**src/rtl/board_mem_arbiter_if.sv**
```systemverilog
// Bus bundle for board_mem_arbiter: display read port, game r/w port
// and the single-port cell RAM side.
interface board_mem_arbiter_if #(
  parameter int X_BITS    = 4,
  parameter int Y_BITS    = 4,
  parameter int DATA_BITS = 8
);
  logic                      disp_req;
  logic [X_BITS-1:0]         disp_x;
  logic [Y_BITS-1:0]         disp_y;
  logic                      disp_valid;
  logic [DATA_BITS-1:0]      disp_data;
  logic                      disp_drop;
  logic                      game_req;
  logic                      game_we;
  logic [X_BITS-1:0]         game_x;
  logic [Y_BITS-1:0]         game_y;
  logic [DATA_BITS-1:0]      game_wdata;
  logic                      game_ack;
  logic [DATA_BITS-1:0]      game_rdata;
  logic                      mem_en;
  logic                      mem_we;
  logic [Y_BITS+X_BITS-1:0]  mem_addr;
  logic [DATA_BITS-1:0]      mem_wdata;
  logic [DATA_BITS-1:0]      mem_rdata;

  modport slave (
    input  disp_req, disp_x, disp_y,
    input  game_req, game_we, game_x, game_y, game_wdata,
    input  mem_rdata,
    output disp_valid, disp_data, disp_drop,
    output game_ack, game_rdata,
    output mem_en, mem_we, mem_addr, mem_wdata
  );

  modport master (
    output disp_req, disp_x, disp_y,
    output game_req, game_we, game_x, game_y, game_wdata,
    output mem_rdata,
    input  disp_valid, disp_data, disp_drop,
    input  game_ack, game_rdata,
    input  mem_en, mem_we, mem_addr, mem_wdata
  );
endinterface

```
**src/rtl/board_mem_arbiter.sv**
```systemverilog
// Single-port cell RAM arbiter: display reads have priority, game
// accesses are forced ahead after STARVE_LIMIT lost cycles.
module board_mem_arbiter #(
  parameter int X_BITS       = 4,
  parameter int Y_BITS       = 4,
  parameter int DATA_BITS    = 8,
  parameter int STARVE_LIMIT = 8
) (
  input logic clk,
  input logic rst,
  board_mem_arbiter_if.slave bus
);

  localparam int A_BITS = X_BITS + Y_BITS;
  localparam int C_BITS = $clog2(STARVE_LIMIT + 1);
  localparam logic [C_BITS-1:0] LIMIT = C_BITS'(STARVE_LIMIT);

  typedef enum logic [1:0] {IDLE, ISSUE, CAPTURE} state_e;

  state_e                state_q, state_d;
  logic                  slot_q, slot_d;
  logic [A_BITS-1:0]     slot_addr_q, slot_addr_d;
  logic [C_BITS-1:0]     starve_q, starve_d;
  logic                  own_game_q, own_game_d;
  logic                  is_wr_q, is_wr_d;
  logic                  en_q, en_d;
  logic                  we_q, we_d;
  logic [A_BITS-1:0]     addr_q, addr_d;
  logic [DATA_BITS-1:0]  wdata_q, wdata_d;
  logic                  dvalid_q, dvalid_d;
  logic [DATA_BITS-1:0]  ddata_q, ddata_d;
  logic                  drop_q, drop_d;
  logic                  ack_q, ack_d;
  logic [DATA_BITS-1:0]  rdata_q, rdata_d;

  logic                  game_ok;
  logic                  disp_avail;
  logic                  grant_game;
  logic                  grant_disp;
  logic [A_BITS-1:0]     disp_addr;

  assign disp_addr  = {bus.disp_y, bus.disp_x};
  // The ack cycle blocks regrant of a request still held by the game FSM.
  assign game_ok    = bus.game_req & ~ack_q;
  assign disp_avail = slot_q | bus.disp_req;

  always_comb begin
    grant_game = 1'b0;
    grant_disp = 1'b0;
    if (state_q == IDLE) begin
      if (game_ok && starve_q >= LIMIT) grant_game = 1'b1;
      else if (disp_avail)              grant_disp = 1'b1;
      else if (game_ok)                 grant_game = 1'b1;
    end
  end

  always_comb begin
    state_d     = state_q;
    slot_d      = slot_q;
    slot_addr_d = slot_addr_q;
    starve_d    = starve_q;
    own_game_d  = own_game_q;
    is_wr_d     = is_wr_q;
    en_d        = 1'b0;
    we_d        = 1'b0;
    addr_d      = addr_q;
    wdata_d     = wdata_q;
    dvalid_d    = 1'b0;
    ddata_d     = ddata_q;
    drop_d      = 1'b0;
    ack_d       = 1'b0;
    rdata_d     = rdata_q;

    if (grant_disp) begin
      if (slot_q) begin
        slot_d = bus.disp_req;
        if (bus.disp_req) slot_addr_d = disp_addr;
      end
    end else if (bus.disp_req) begin
      slot_d      = 1'b1;
      slot_addr_d = disp_addr;
      drop_d      = slot_q;
    end

    if (grant_game) starve_d = '0;
    else if (game_ok && starve_q < LIMIT)
      starve_d = starve_q + 1'b1;

    unique case (state_q)
      IDLE: begin
        if (grant_game) begin
          en_d       = 1'b1;
          we_d       = bus.game_we;
          addr_d     = {bus.game_y, bus.game_x};
          wdata_d    = bus.game_wdata;
          own_game_d = 1'b1;
          is_wr_d    = bus.game_we;
          state_d    = ISSUE;
        end else if (grant_disp) begin
          en_d       = 1'b1;
          addr_d     = slot_q ? slot_addr_q : disp_addr;
          wdata_d    = '0;
          own_game_d = 1'b0;
          is_wr_d    = 1'b0;
          state_d    = ISSUE;
        end
      end
      ISSUE: begin
        if (is_wr_q) begin
          ack_d   = 1'b1;
          state_d = IDLE;
        end else begin
          state_d = CAPTURE;
        end
      end
      CAPTURE: begin
        if (own_game_q) begin
          ack_d   = 1'b1;
          rdata_d = bus.mem_rdata;
        end else begin
          dvalid_d = 1'b1;
          ddata_d  = bus.mem_rdata;
        end
        state_d = IDLE;
      end
      default: state_d = IDLE;
    endcase
  end

  always_ff @(posedge clk or posedge rst) begin
    if (rst) begin
      state_q     <= IDLE;
      slot_q      <= 1'b0;
      slot_addr_q <= '0;
      starve_q    <= '0;
      own_game_q  <= 1'b0;
      is_wr_q     <= 1'b0;
      en_q        <= 1'b0;
      we_q        <= 1'b0;
      addr_q      <= '0;
      wdata_q     <= '0;
      dvalid_q    <= 1'b0;
      ddata_q     <= '0;
      drop_q      <= 1'b0;
      ack_q       <= 1'b0;
      rdata_q     <= '0;
    end else begin
      state_q     <= state_d;
      slot_q      <= slot_d;
      slot_addr_q <= slot_addr_d;
      starve_q    <= starve_d;
      own_game_q  <= own_game_d;
      is_wr_q     <= is_wr_d;
      en_q        <= en_d;
      we_q        <= we_d;
      addr_q      <= addr_d;
      wdata_q     <= wdata_d;
      dvalid_q    <= dvalid_d;
      ddata_q     <= ddata_d;
      drop_q      <= drop_d;
      ack_q       <= ack_d;
      rdata_q     <= rdata_d;
    end
  end

  assign bus.mem_en     = en_q;
  assign bus.mem_we     = we_q;
  assign bus.mem_addr   = addr_q;
  assign bus.mem_wdata  = wdata_q;
  assign bus.disp_valid = dvalid_q;
  assign bus.disp_data  = ddata_q;
  assign bus.disp_drop  = drop_q;
  assign bus.game_ack   = ack_q;
  assign bus.game_rdata = rdata_q;

endmodule

```
**src/flat_wrapper.sv**
```systemverilog
// flat-port wrapper written by rule: the top's interface ports become plain ports
module board_mem_arbiter_flat 
#(
  parameter int X_BITS       = 4,
  parameter int Y_BITS       = 4,
  parameter int DATA_BITS    = 8,
  parameter int STARVE_LIMIT = 8
)
  (clk, rst, bus_disp_req, bus_disp_x, bus_disp_y, bus_game_req, bus_game_we, bus_game_x, bus_game_y, bus_game_wdata, bus_mem_rdata, bus_disp_valid, bus_disp_data, bus_disp_drop, bus_game_ack, bus_game_rdata, bus_mem_en, bus_mem_we, bus_mem_addr, bus_mem_wdata);
  board_mem_arbiter_if #(.X_BITS(X_BITS), .Y_BITS(Y_BITS), .DATA_BITS(DATA_BITS)) bus_i ();
  input logic clk;
  input logic rst;
  input wire logic [$bits(bus_i.disp_req)-1:0] bus_disp_req;
  input wire logic [$bits(bus_i.disp_x)-1:0] bus_disp_x;
  input wire logic [$bits(bus_i.disp_y)-1:0] bus_disp_y;
  input wire logic [$bits(bus_i.game_req)-1:0] bus_game_req;
  input wire logic [$bits(bus_i.game_we)-1:0] bus_game_we;
  input wire logic [$bits(bus_i.game_x)-1:0] bus_game_x;
  input wire logic [$bits(bus_i.game_y)-1:0] bus_game_y;
  input wire logic [$bits(bus_i.game_wdata)-1:0] bus_game_wdata;
  input wire logic [$bits(bus_i.mem_rdata)-1:0] bus_mem_rdata;
  output wire logic [$bits(bus_i.disp_valid)-1:0] bus_disp_valid;
  output wire logic [$bits(bus_i.disp_data)-1:0] bus_disp_data;
  output wire logic [$bits(bus_i.disp_drop)-1:0] bus_disp_drop;
  output wire logic [$bits(bus_i.game_ack)-1:0] bus_game_ack;
  output wire logic [$bits(bus_i.game_rdata)-1:0] bus_game_rdata;
  output wire logic [$bits(bus_i.mem_en)-1:0] bus_mem_en;
  output wire logic [$bits(bus_i.mem_we)-1:0] bus_mem_we;
  output wire logic [$bits(bus_i.mem_addr)-1:0] bus_mem_addr;
  output wire logic [$bits(bus_i.mem_wdata)-1:0] bus_mem_wdata;
  assign bus_i.disp_req = bus_disp_req;
  assign bus_i.disp_x = bus_disp_x;
  assign bus_i.disp_y = bus_disp_y;
  assign bus_i.game_req = bus_game_req;
  assign bus_i.game_we = bus_game_we;
  assign bus_i.game_x = bus_game_x;
  assign bus_i.game_y = bus_game_y;
  assign bus_i.game_wdata = bus_game_wdata;
  assign bus_i.mem_rdata = bus_mem_rdata;
  assign bus_disp_valid = bus_i.disp_valid;
  assign bus_disp_data = bus_i.disp_data;
  assign bus_disp_drop = bus_i.disp_drop;
  assign bus_game_ack = bus_i.game_ack;
  assign bus_game_rdata = bus_i.game_rdata;
  assign bus_mem_en = bus_i.mem_en;
  assign bus_mem_we = bus_i.mem_we;
  assign bus_mem_addr = bus_i.mem_addr;
  assign bus_mem_wdata = bus_i.mem_wdata;
  board_mem_arbiter #(.X_BITS(X_BITS), .Y_BITS(Y_BITS), .DATA_BITS(DATA_BITS), .STARVE_LIMIT(STARVE_LIMIT)) u_core (.clk(clk), .rst(rst), .bus(bus_i));
endmodule
```
**config.mk**
```make
export PLATFORM = sky130hd
export DESIGN_NAME = board_mem_arbiter_flat
export DESIGN_NICKNAME = d
export VERILOG_FILES = /design/src/rtl/board_mem_arbiter_if.sv /design/src/rtl/board_mem_arbiter.sv /design/src/flat_wrapper.sv
export SDC_FILE = /design/constraint.sdc
export NUM_CORES = 1
export LEC_CHECK = 0
export ABC_AREA = 1
export CORE_MARGIN = 2
export CORE_UTILIZATION = 42
export CTS_CLUSTER_SIZE = 10
export DETAILED_ROUTE_END_ITERATION = 16
export GPL_TIMING_DRIVEN = 0
export HOLD_SLACK_MARGIN = 0.12
export PLACE_DENSITY = 0.75
export SYNTH_ARGS = -nofsm -noshare
export SYNTH_HDL_FRONTEND = slang
export SYNTH_SLANG_ARGS = --single-unit
export TNS_END_PERCENT = 10
```
**constraint.sdc**
```tcl
create_clock -name clk -period 1.4 [get_ports clk]
set_input_delay 0.14 -clock clk [delete_from_list [all_inputs] [get_ports clk]]
set_output_delay 0.14 -clock clk [all_outputs]
set_load 0.01 [all_outputs]
```
==> Word-level counts from Yosys, hierarchy flattened <==
Cells that the tools add are included.
{ "totals": {"ramBits": 0, "in_bits": 37, "output_inout_bits": 37, "word_cells": 74, "memories": 0, "latch_bits": 0, "register_bits": 54, "mem_bits_ro": 0} }
{ "op_classes": {"n_bitwise": 4, "shift": 0, "div_mod_pow": 0, "mux": 39, "order_cmp": 2, "add_sub_neg": 1, "n_reduce_logical": 9, "n_mul": 0, "n_eq_ne": 4} }
{ "ops": {"columns": ["cell", "n"], "rows": [
  ["8-bit two-way mux", 8],
  ["1-bit two-way mux", 24],
  ["4-bit two-way mux", 2],
  ["2-bit two-way mux", 3],
  ["2-bit AND reduction", 3],
  ["2-bit nonzero test", 3],
  ["4-bit by 1-bit adder with 4-bit output (second input constant)", 1],
  ["4-bit greater-or-equal comparator (second input constant)", 1],
  ["4-bit less-than comparator (second input constant)", 1],
  ["2-bit one-hot mux with 2 select lines", 1],
  ["3-bit by 1-bit inequality test with 1-bit output (second input constant)", 1],
  ["2-bit by 1-bit == test with 1-bit output (second input constant)", 1],
  ["2-bit == test (second input constant)", 1],
  ["1-bit logical AND", 2],
  ["2-bit zero test", 1],
  ["2-bit by 1-bit inequality test with 1-bit output (second input constant)", 1],
  ["1-bit NOT", 2],
  ["1-bit one-hot mux with 2 select lines", 1],
  ["1-bit bitwise AND", 1],
  ["1-bit OR", 1]
]} }

==> Logic depth before layout (Yosys ltp) <==
Gate-level depths: netlist of run 1.
{ "depth": {"ltp_word": 8, "mapped_depth": 9, "depth_no_buf": 8} }

==> Worst setup path after synthesis of run 1 <==
Ideal clock, no wire load.
{ "synth_path": {"kind": "register -> register", "startpoint": "register u_core.state_q[0]", "endpoint": "register u_core.starve_q[0]", "t_arrival_ps": 1314, "period_less_slack_ps": 1449, "path_stages_with_launch": 9, "path_buffers": 1, "setup_ps": 135, "slack_ps": -49, "path_cell_list": "dfrtp_1 -> inv_1 -> ha_1 -> inv_2 -> nor2_8 -> nand2_4 -> buf_2 -> nand3_1 -> o21ai_0"} }
{ "synth_via": {"elab_chain_cells": 3, "elab_cells_between_ends": 4, "classes_between": "mux: 2; reduce/logical: 2"} }
{ "synth_rtl": {"columns": ["element", "line", "text"], "rows": [
  ["start: declaration", "board_mem_arbiter.sv:20", "state_e state_q, state_d;"],
  ["start signal: assignment", "board_mem_arbiter.sv:148", "state_q <= state_d;"],
  ["2-bit zero test (*)", "board_mem_arbiter.sv:50", "if (state_q == IDLE) begin"],
  ["1-bit two-way mux (*)", "board_mem_arbiter.sv:50", null],
  ["4-bit two-way mux / 2-bit nonzero test (equally long branches)", null, null],
  ["end signal: assignment", "board_mem_arbiter.sv:151", "starve_q <= starve_d;"],
  ["end: declaration", "board_mem_arbiter.sv:23", "logic [C_BITS-1:0] starve_q, starve_d;"]
]} }
Mark *: on every way between the ends. The rest lies on a longest branch, timed or not.
A chain may end at the register's enable or synchronous reset.

==> Worst setup path after layout of run 1 <==
{ "layout_path": {"startpoint": "register u_core.state_q[1]", "endpoint": "register u_core.addr_q[2] (netlist: u_core.bus.mem_addr[2])"} }
{ "layout_via": {"elab_chain_cells": 4, "elab_cells_between_ends": 6, "classes_between": "mux: 3; reduce/logical: 3"} }
{ "layout_rtl": {"columns": ["element", "line", "text"], "rows": [
  ["2-bit zero test (*)", "board_mem_arbiter.sv:50, board_mem_arbiter.sv:89", null],
  ["1-bit two-way mux", "board_mem_arbiter.sv:50", null],
  ["2-bit nonzero test (no line)", null, null],
  ["2-bit AND reduction (no line)", null, null],
  ["end signal: assignment", "board_mem_arbiter.sv:156", "addr_q <= addr_d;"],
  ["end: declaration", "board_mem_arbiter.sv:28", "logic [A_BITS-1:0] addr_q, addr_d;"]
]} }
Marked as above.

==> flow_metrics.tcl, run 1 <==
set metrics [dict create \
    critPathMaxFanout 7 \
    initial_utilization_pct 42.8 \
    die_h_um 81.2 \
    wl_per_cell_um 13.2 \
    synth_area_leaders "dfrtp_1 (54%), nand2_1 (14%), nand3_1 (9.2%), inv_1 (4.7%), o21ai_0 (4.4%)" \
    yosys.area.top_type "dfrtp_1" \
    remaining_drc_errors 0 \
    ant_nets 0 \
    fmax_mhz 715 \
    path_clk_slew_ns 0.10 \
    hold_class "primary input to register" \
    finalWirelength_um 5880 \
    core_area_um2 5850 \
    hold_viol 0 \
    area_growth_pct 44.2 \
    synth_nets 330 \
    num_antenna_cells 0 \
    ys_types 24 \
    clock-sinks 54 \
    drt_first_pass_iters 4 \
    dr_total_vias 2210 \
    utilization_pct 61.7 \
    yosysWarnings 0 \
    p_per_area_nw_per_um2 2010 \
    ys_seq_elements 54 \
    fin_hold_ws_ns 0.360 \
    fillerInstances 479 \
    die-width_um 81.2 \
    ir_drop_uv 1110 \
    placed_cell_area_um2 3330 \
    nNetsFinal 414 \
    multiInputGateArea_um2 1040 \
    power_mw 7.24 \
    grt_max_degree 55 \
    grt_pass1_wl_um 9400 \
    synth_area_per_cell_um2 8.72 \
    hpwlAfterDp_um 4100 \
    criticalPathCategory "register to register" \
    cts_hold_buffers 0 \
    grt_pass1_vias 2112 \
    insertion_delay_ns 0.31 \
    antenna_found_initial 0 \
    final_common_cell "nand2_1" \
    status "completed" \
    tightest_slew_ns 1.13 \
    synth_seq_area_share_pct 54.0 \
    ios 74 \
    dieArea_um2 6590 \
    period_share_pct 99.9 \
    drive_gt1_share_pct 13.4 \
    syn-cell-area_um2 2500 \
    gp_congestion 0.753 \
    synth_top_area_share_pct 54.0 \
    rsz0062_at_grt "yes" \
    cts_tree "done" \
    crit_arrival_ns 1.65 \
    critPathCaptureType "register" \
    clock_path_buffers 2 \
    p_leak_nw 1.99 \
    synthCells 287 \
    viasPerCell 4.94 \
    fin_area_um2 3610 \
    final_cell_mix "nand2_1 (84), dfrtp_1 (54), clkdlybuf4s50_1 (53), nand3_1 (39), inv_1 (28)" \
    portBuffers 73 \
    fin_crit_ns 1.40 \
    cap_violations 0 \
    cts_buffers 5 \
    critPathRequiredTime_ns 1.65 \
    overflow 0 \
    rows 28 \
    finClkSkew_ns 0.0147 \
    seq_area_um2 1350 \
    htree_levels 2 \
    track_usage_pct 18.4 \
    maxSlewViolCount 0 \
    slew_headroom_pct 24.4 \
    startpoint_type "register" \
    root_buffer "clkbuf_8" \
    setup_viol 0 \
    detail_route.iter0.violations 103 \
]
-- worst max-delay path, stage by stage (launching register included) --
cell	delay, ns
dfrtp_1	0.41
inv_2	0.11
ha_4	0.19
inv_6	0.06
nor2_8	0.13
nand2_4	0.10
buf_6	0.16
nand2_2	0.06
nand3_2	0.07
nand2_1	0.06
-- what timing repair did --
action                     CTS  global route
gates cloned                 0             1
pin swaps                    1             7
setup endpoints to repair   48            61
setup buffers                1             2
gates resized for setup     12            44
-- logic make-up after synthesis --
family / Yosys count / share of synthesized area (%)
AND/OR/NAND/NOR: 156 / 29.1
flip-flops: 54 / 54.0
buffers and inverters: 42 / 7.30
AO/OA/AOI/OAI: 28 / 6.20
adder cells (fa/ha/maj): 6 / 3.00
XOR/XNOR: 1 / 0.350
-- where the power goes --
group          switching [mW]  internal (mW)
registers               0.389           2.24
logic                    1.95           1.73
clock network           0.525          0.408
-- final cells by class --
type	instances	share of cell area [%]
clock inverter	2	0.451
sequential	54	37.4
timing repair buffer	77	22.7
multi-input combinational	191	28.8
inverter	34	3.88
clock buffer	6	2.29
tap	75	2.60
buffer	8	1.87
-- state kept, by name, summed over array words and instances (netlist names) --
signal / flops
u_core.slot_q: 1
u_core.is_wr_q: 1
u_core.bus.disp_data: 8
u_core.slot_addr_q: 8
u_core.bus.game_ack: 1
u_core.bus.mem_en: 1
u_core.starve_q: 4
u_core.bus.game_rdata: 8
u_core.bus.disp_valid: 1
u_core.bus.mem_addr: 8
u_core.state_q: 2
u_core.bus.mem_we: 1
u_core.bus.disp_drop: 1
u_core.own_game_q: 1
u_core.bus.mem_wdata: 8
-- per-layer routing --
metal / wire length (um) / vias up / global-route usage [%]
li1: - / 1074 / -
met4: 63 / 0 / 5.08
met3: 384 / 8 / 4.44
met1: 2570 / 1058 / 22.7
met5: 0 / - / 0
met2: 2870 / 70 / 32.3
-- stage by stage --
stage / cells / setup slack (ns) / setup TNS, ns
final: 447 / 0.000946 / 0
after global routing: 447 / -0.0967 / -0.908
after CTS: 444 / 0.00185 / 0
after detailed placement: 435 / -0.273 / -12.51
after global placement: 435 / -0.225 / -10.26
after floorplan: 287 / -0.0490 / -0.200
-- synthesized netlist by cell type --
cell and number:
nand2_2 2, o22ai_1 1, dfrtp_1 54, o21ai_0 22, inv_1 31, nand2_4 2
nor2_8 1, buf_2 2, nand3_4 1, ha_1 6, nand2_1 90, a21boi_0 1
nand3_1 46, clkinv_1 1, inv_2 2, a21oi_1 3, buf_6 3, xor2_1 1
clkbuf_1 3, nor2_1 3, nor3_1 1, and2_0 8, nor2_4 2, o21ai_4 1
-- path summary, 6_finish.rpt --
kind,startpoint,end,depth (start not counted),slack (ns)
min in group asynchronous,rst,u_core.bus.disp_valid,2,0.44
worst max register to register,u_core.state_q[1],u_core.bus.mem_addr[2],9,0.0009
max in group asynchronous,rst,u_core.bus.disp_drop,2,0.35
worst min-delay path,bus_game_wdata[3],u_core.bus.mem_wdata[3],3,0.36
worst max-delay path,u_core.state_q[1],u_core.bus.mem_addr[2],9,0.0009
worst min register to register,u_core.slot_addr_q[3],u_core.slot_addr_q[3],2,0.48
(Power assumes the default switching activity.)
==> run 2, diff against run 1 <==
- SKIP_CTS_REPAIR_TIMING: default -> 1
==> run 2 against run 1 <==
Compared with the run above:
- the run now ends with setup timing left
- via count hardly changed
- core utilization is 0.064 points higher
- clock power hardly changed
- hold slack worse by 0.0018 ns
- critical path type unchanged
- critical endpoint is now u_core.bus.mem_addr[1]
==> flow_metrics.tcl, run 2 (synthesis results as in run 1) <==
set metrics [dict create \
    wl_met1_um 2520 \
    hpwlAfterDp_um 4100 \
    rsz0062_at_grt "yes" \
    root_buffer "clkbuf_8" \
    final_common_cell "nand2_1" \
    die_h_um 81.2 \
    placed_cell_area_um2 3330 \
    violations "setup timing" \
    startpoint_type "register" \
    rr_worst_depth 9 \
    detail_route.iter0.violations 94 \
    finalSetupTns_ns -0.0390 \
    rows 28 \
    insertion_delay_ns 0.32 \
    cts_tree "done" \
    overflow 0 \
    maxSlewViolCount 0 \
    critPathRequiredTime_ns 1.61 \
    remaining_drc_errors 0 \
    wl_met3_um 379 \
    p_per_area_nw_per_um2 2010 \
    die-width_um 81.2 \
    nNetsFinal 416 \
    clock_path_buffers 2 \
    portBuffers 73 \
    worst_slack_ns -0.0216 \
    gp_congestion 0.753 \
    initial_utilization_pct 42.8 \
    finalWirelength_um 5950 \
    critPathMaxFanout 7 \
    period_share_pct 102 \
    grt_pass1_vias 2105 \
    finClkSkew_ns 0.0136 \
    path_clk_slew_ns 0.10 \
    drt_first_pass_iters 4 \
    crit_arrival_ns 1.63 \
    ant_nets 0 \
    p_leak_nw 1.99 \
    fin_area_um2 3610 \
    grt_max_degree 55 \
    criticalPathCategory "register to register" \
    wl_per_cell_um 13.3 \
    ios 74 \
    fin_hold_ws_ns 0.358 \
    cts_buffers 5 \
    cap_violations 0 \
    viasPerCell 4.92 \
    critPathCaptureType "register" \
    fmax_mhz 703 \
    antenna_found_initial 0 \
    htree_levels 2 \
    ir_drop_uv 1130 \
    hold_viol 0 \
    core_area_um2 5850 \
    dr_total_vias 2208 \
    highest_layer "met4" \
    final_cell_mix "nand2_1 (84), clkdlybuf4s50_1 (53), dfrtp_1 (53), nand3_1 (40), inv_1 (28)" \
    utilization_pct 61.8 \
    power_mw 7.25 \
    num_antenna_cells 0 \
    clock-sinks 54 \
    slew_headroom_pct 24.8 \
    dieArea_um2 6590 \
    area_growth_pct 44.4 \
    fin_crit_ns 1.42 \
    hold_class "primary input to register" \
    grt_pass1_wl_um 9260 \
    status "finished with violations" \
    wl_met2_um 2950 \
    drive_gt1_share_pct 13.9 \
    track_usage_pct 18.1 \
    tightest_slew_ns 1.13 \
    setup_viol 2 \
    worstHoldPathCells 3 \
]
run 2: per-layer routing:
metal / up-vias / GRT usage, %
met2: 68 / 32.1
met3: 10 / 4.44
met5: - / 0
met4: 0 / 5.08
li1: 1077 / -
met1: 1053 / 21.9
run 2: metrics by stage:
step | cells | setup WS [ns]
after floorplan | 287 | -0.0490
after global placement | 435 | -0.225
after detailed placement | 435 | -0.273
after CTS | 443 | -0.232
after global routing | 449 | -0.109
final | 449 | -0.0216
run 2: layout make-up:
type / instances / area (um2)
plain buffers: 8 / 65.1
repair buffers: 79 / 826
inverters: 34 / 143
clock buffers: 6 / 82.6
clock inverters: 2 / 16.3
fillers: 475 / 2240
flip-flops and latches: 54 / 1350
multi-input cells: 191 / 1030
well taps: 75 / 93.8
run 2: worst paths after layout:
check	from	slack, ns	endpoint
min in group asynchronous	rst	0.43	u_core.bus.disp_valid
worst min register to register	u_core.slot_addr_q[3]	0.48	u_core.slot_addr_q[3]
worst min-delay path	bus_game_wdata[3]	0.36	u_core.bus.mem_wdata[3]
max in group asynchronous	rst	0.30	u_core.slot_q
worst max register to register	u_core.state_q[1]	-0.02	u_core.bus.mem_addr[1]
worst max-delay path	u_core.state_q[1]	-0.02	u_core.bus.mem_addr[1]
run 2: report_power, final:
part           internal (mW)  switching [mW]
Clock                  0.408           0.525
Sequential              2.24           0.383
Combinational           1.74            1.96
Total                   4.39            2.86
run 2: critical path, cell delays in order, from the launching register on:
cell	delay [ns]
dfrtp_1	0.40
inv_2	0.09
ha_4	0.19
inv_6	0.06
nor2_8	0.14
buf_4	0.14
buf_4	0.10
nand3_1	0.06
nand3_1	0.10
nand2_1	0.05
